### src/rtl/mem_port_arbiter.sv
// mem_port_arbiter
// ----------------
// Shares one single-ported unified memory between the instruction-fetch path
// (IF) and the load/store path (D). Only one transaction is in flight at a
// time. When both sides request together, the side that did not win last
// time is granted, so the two sides alternate. The memory read latency is the
// fixed parameter LATENCY.
//
// Parameters:
//   LATENCY    cycles from mem_en to valid mem_rdata, legal range 1..15
//
// Ports:
//   clk, reset                     clock; asynchronous active-high reset
//   if_req/if_addr                 fetch request, held until if_gnt
//   if_gnt/if_rvalid/if_rdata      fetch grant, read-data pulse, read data
//   d_req/d_we/d_addr/d_wdata      data request, held until d_gnt
//   d_gnt/d_rvalid/d_rdata         data grant, load-data pulse, load data
//   mem_en/mem_we/mem_addr/mem_wdata  memory strobe, write enable, address, write data
//   mem_rdata                      memory read data, valid LATENCY cycles after mem_en
module mem_port_arbiter #(
  parameter int LATENCY = 1
) (
  input  logic        clk,
  input  logic        reset,
  input  logic        if_req,
  input  logic [31:0] if_addr,
  output logic        if_gnt,
  output logic        if_rvalid,
  output logic [31:0] if_rdata,
  input  logic        d_req,
  input  logic        d_we,
  input  logic [31:0] d_addr,
  input  logic [31:0] d_wdata,
  output logic        d_gnt,
  output logic        d_rvalid,
  output logic [31:0] d_rdata,
  output logic        mem_en,
  output logic        mem_we,
  output logic [31:0] mem_addr,
  output logic [31:0] mem_wdata,
  input  logic [31:0] mem_rdata
);

  typedef enum logic {
    S_IDLE = 1'b0,
    S_WAIT = 1'b1
  } state_t;

  // The counter is loaded with LATENCY-1. The rvalid cycle is the cycle in
  // which the counter reads 0.
  localparam logic [3:0] CNT_LOAD = 4'(LATENCY - 1);

  state_t     state_q, state_d;
  logic [3:0] cnt_q, cnt_d;
  logic       last_is_data_q, last_is_data_d;   // 1: D won most recently
  logic       owner_is_data_q, owner_is_data_d; // owner of the in-flight read
  logic       pick_if, pick_d;

  always_ff @(posedge clk or posedge reset) begin
    if (reset) begin
      state_q         <= S_IDLE;
      cnt_q           <= 4'd0;
      last_is_data_q  <= 1'b1;  // IF wins the first tie after reset
      owner_is_data_q <= 1'b0;
    end else begin
      state_q         <= state_d;
      cnt_q           <= cnt_d;
      last_is_data_q  <= last_is_data_d;
      owner_is_data_q <= owner_is_data_d;
    end
  end

  // D wins when it is the only requester, or when both request and IF won last.
  assign pick_d  = d_req && (!if_req || !last_is_data_q);
  assign pick_if = if_req && !pick_d;

  always_comb begin
    state_d         = state_q;
    cnt_d           = cnt_q;
    last_is_data_d  = last_is_data_q;
    owner_is_data_d = owner_is_data_q;
    if_gnt          = 1'b0;
    d_gnt           = 1'b0;
    if_rvalid       = 1'b0;
    d_rvalid        = 1'b0;
    if_rdata        = 32'h0;
    d_rdata         = 32'h0;
    mem_en          = 1'b0;
    mem_we          = 1'b0;
    mem_addr        = 32'h0;
    mem_wdata       = 32'h0;

    // Outputs are forced quiet while reset is asserted, even if requests are
    // already present on the inputs.
    if (!reset) begin
      unique case (state_q)
        S_IDLE: begin
          if (pick_if) begin
            if_gnt          = 1'b1;
            mem_en          = 1'b1;
            mem_addr        = if_addr;
            last_is_data_d  = 1'b0;
            owner_is_data_d = 1'b0;
            cnt_d           = CNT_LOAD;
            state_d         = S_WAIT;
          end else if (pick_d) begin
            d_gnt          = 1'b1;
            mem_en         = 1'b1;
            mem_we         = d_we;
            mem_addr       = d_addr;
            mem_wdata      = d_wdata;
            last_is_data_d = 1'b1;
            // A store commits on this edge and needs no return path, so the
            // block stays in IDLE and can grant again on the next cycle.
            if (!d_we) begin
              owner_is_data_d = 1'b1;
              cnt_d           = CNT_LOAD;
              state_d         = S_WAIT;
            end
          end
        end
        S_WAIT: begin
          if (cnt_q == 4'd0) begin
            // The return goes to the owner recorded at grant time. The
            // request lines are not looked at here.
            if (owner_is_data_q) begin
              d_rvalid = 1'b1;
              d_rdata  = mem_rdata;
            end else begin
              if_rvalid = 1'b1;
              if_rdata  = mem_rdata;
            end
            state_d = S_IDLE;
          end else begin
            cnt_d = cnt_q - 4'd1;
          end
        end
        default: state_d = S_IDLE;
      endcase
    end
  end

endmodule
### config.mk
export PLATFORM = sky130hd
export DESIGN_NAME = mem_port_arbiter
export DESIGN_NICKNAME = d
export VERILOG_FILES = /design/src/rtl/mem_port_arbiter.sv
export SDC_FILE = /design/constraint.sdc
export NUM_CORES = 1
export LEC_CHECK = 0
export ABC_AREA = 1
export BUFFER_PORTS_ARGS = -buffer_cell sky130_fd_sc_hd__buf_4
export CAP_MARGIN = 0
export CORE_AREA = 4 4 100 102
export DETAILED_ROUTE_END_ITERATION = 12
export DIE_AREA = 0 0 104 106
export PLACE_DENSITY = 0.67
export SYNTH_ARGS = -nofsm -noshare
export SYNTH_HDL_FRONTEND = slang
export SYNTH_SLANG_ARGS = --single-unit
### constraint.sdc
create_clock -name clk -period 2.59 [get_ports clk]
set_clock_uncertainty 0.15 [all_clocks]
set_input_delay 0 -clock clk [delete_from_list [all_inputs] [get_ports clk]]
set_output_delay 0 -clock clk [all_outputs]
set_load 0.01 [all_outputs]
==> impl_metrics.json <==
{
  "reg2reg_slack_ns": 0.95,
  "grt_pass1_wl_um": 12980,
  "rr_startpoint": "last_is_data_q",
  "ys_warn_count": 0,
  "met2_usage_pct": 25.53,
  "setup_viol": 0,
  "critPathCaptureType": "output pin",
  "htree_levels": 1,
  "clockPowerShare_pct": 10.6,
  "grt_util_met1_pct": 15.29,
  "ys_seq_area_share_pct": 11.18,
  "cts_tree": "built",
  "ioPinCount": 267,
  "hold_depth": 4,
  "grt_max_degree": 37,
  "dr.pass1.iters": 4,
  "die-area_mm2": 0.01102,
  "clkSinkCount": 7,
  "worst_r2r_endpoint": "owner_is_data_q",
  "syn_to_final_growth_pct": 132.4,
  "p_leak_nw": 2.508,
  "cp_max_fo": 33,
  "syn_area_mm2": 0.001578,
  "cts_resized": 0,
  "antennaDiodeCount": 0,
  "dp_hpwl_um": 7135,
  "p_total_mw": 1.479,
  "nFillCells": 988,
  "fin_crit_sh_pct": 87.44,
  "synthesis.nets": 468,
  "start_util_pct": 17.32,
  "drtIter0Drc": 114,
  "vdd_ir_drop_max_v": 0.0001686,
  "worstMarginPinSlew_ns": 0.6025,
  "grtUsageMet3_pct": 4.311,
  "cap_violations": 0,
  "vias": 2813,
  "wl_per_cell_um": 11.61,
  "row_count": 35,
  "p_comb_share_pct": 75.1,
  "grt_usage_pct": 13.82,
  "p_switching_mw": 0.6789,
  "postSynthAreaPerCell_um2": 4.738,
  "reg2reg_depth": 4,
  "clockRootBuffer": "clkbuf_8",
  "fmax_ghz": 0.4416,
  "gr-total-overflow": 0,
  "die_w_um": 104,
  "cts_inserted_buffers": 3,
  "intPower_mw": 0.8003,
  "post-cts-setup-buffer-count": 0,
  "holdPathEnd": "mem_addr[29]",
  "ys_seq_elements": 7,
  "cts_buffer_depth": 2,
  "drive_above_1_share_pct": 47.55,
  "grt_pass1_vias": 2811,
  "antenna_found_initial": 0,
  "hp-start": "d_addr[29]",
  "status": "finished clean",
  "ant_nets": 0,
  "yosys.area_share.simple_pct": 57.26,
  "synth_xor_area_share_pct": 0.5551,
  "worstPathRequired_ns": 2.44,
  "final_max_slew_viol_count": 0,
  "min_path_type": "primary input to output pin",
  "slew_headroom_pct": 59.79,
  "io_buffers": 266,
  "path_class": "flop to output pin",
  "fin_crit_ns": 2.265,
  "synth_mux_area_share_pct": 0,
  "cp-start-kind": "flop",
  "synth_cell_type_count": 20,
  "cp.arrival_ns": 2.11,
  "via_per_inst": 3.996,
  "nNetsFinal": 729,
  "place_congestion": 0.8208,
  "clk_latency_ns": 0.23,
  "synth_compound_area_share_pct": 2.062,
  "grt.busiest_layer": "met2",
  "final_hold_viol_count": 0,
  "core_mm2": 0.009109,
  "p_per_area_mw_per_mm2": 403.3,
  "cts_hold_buf": 4,
  "wl_um": 8176,
  "syn_inst": 333,
  "drc": 0,
  "die_y_um": 106,
  "clkSlewWorstSetupHoldPaths_ns": 0.04,
  "synth_top_family_by_area": "simple AND/OR/NAND/NOR gates",
  "synth_fa_ha_area_share_pct": 1.586,
  "p_sw_share_pct": 45.90,
  "rsz0062_at_grt": "no",
  "fin_setup_tns_ns": 0,
  "seqPwrFrac_pct": 14.3
}
==> kinds of logic after synthesis <==
| group | Yosys count |
|---|---|
| flip-flops | 7 |
| AO/OA/AOI/OAI | 4 |
| XOR/XNOR | 1 |
| buffers and inverters | 93 |
| adder cells (fa/ha/maj) | 2 |
| AND/OR/NAND/NOR | 226 |
==> metal layers <==
| metal | part of all wire (%) | vias to the layer above |
|---|---|---|
| met3 | 11 | 16 |
| li1 | - | 1446 |
| met2 | 50 | 182 |
| met1 | 37 | 1169 |
| met4 | 1.8 | 0 |
| met5 | 0 | - |
==> power by group through the flow <==
stage | clock network, mW | registers, mW | logic, mW
after global routing | 0.169 | 0.219 | 1.24
after global placement | 0 | 0.211 | 1.10
after detailed placement | 0 | 0.213 | 1.11
after CTS | 0.162 | 0.212 | 1.12
final | 0.157 | 0.211 | 1.11
after floorplan | 0 | 0.204 | 0.597
==> sequential cells by signal (all words and copies together) (netlist names) <==
register         count
cnt_q                4
last_is_data_q       1
owner_is_data_q      1
state_q              1
==> cells in the mapped netlist (all sizes together) <==
cell type,n,share of area (%)
a21oi,1,1.0
buf,15,8.8
dfrtp,6,9.5
dfstp,1,1.7
ha,2,1.6
inv,78,19
nand2,116,29
nand3,8,3.2
nand4,1,0.40
nor2,101,25
o21ai,2,0.63
o22ai,1,0.40
xor2,1,0.56
==> cell usage in the layout, fill, tap and decap left out, types with 3 or more instances in the layout <==
master | synthesis | layout
nand2_1 | 114 | 114
nor2_1 | 98 | 98
dfrtp_1 | 6 | 6
nand3_1 | 6 | 6
clkbuf_8 | 0 | 3
dlygate4sd3_1 | 0 | 4
inv_2 | 3 | 3
inv_1 | 75 | 75
buf_4 | 3 | 267
==> worst max path at each step <==
| stage | start | end | slack, ns | cells after the start |
|---|---|---|---|---|
| after floorplan | cnt_q[0] | d_rdata[22] | 1.12 | 7 |
| after global placement | cnt_q[0] | d_rdata[28] | 0.54 | 7 |
| after detailed placement | cnt_q[0] | d_rdata[4] | 0.55 | 7 |
| after CTS | cnt_q[0] | d_rdata[4] | 0.30 | 7 |
| after global routing | cnt_q[0] | d_rdata[4] | 0.12 | 7 |
| final | cnt_q[0] | d_rdata[4] | 0.33 | 7 |
==> cell type report <==
class	count	area [µm²]	area share, %
Clock buffer	4	45.04	1.228
Inverter	78	292.8	7.984
Multi-Input combinational cell	233	969.7	26.44
Sequential cell	7	176.4	4.811
Tap cell	111	138.9	3.787
Timing Repair Buffer	271	2044	55.75
==> per-stage QoR <==
stage	hold WS, ns	instances	setup WS [ns]	instance area (µm²)	util [%]
after detailed placement	-0.1141	696	0.5546	3582	39.33
after floorplan	-0.3020	333	1.116	1578	-
after global placement	-0.1252	696	0.5444	3582	39.33
final	0.1172	704	0.3253	3667	40.26
after CTS	0.1209	704	0.3016	3667	40.26
after global routing	0.1386	704	0.1225	3667	40.26
==> worst max-delay path, cell delays in order, from the launching register on <==
cell and delay, ns:
dfrtp_1 0.37, inv_1 0.14, ha_1 0.17, nand3_1 0.10
nor2_2 0.14, nand3_2 0.47, nor2_1 0.32, buf_4 0.17
No activity file was read; power rests on OpenSTA's default activity.
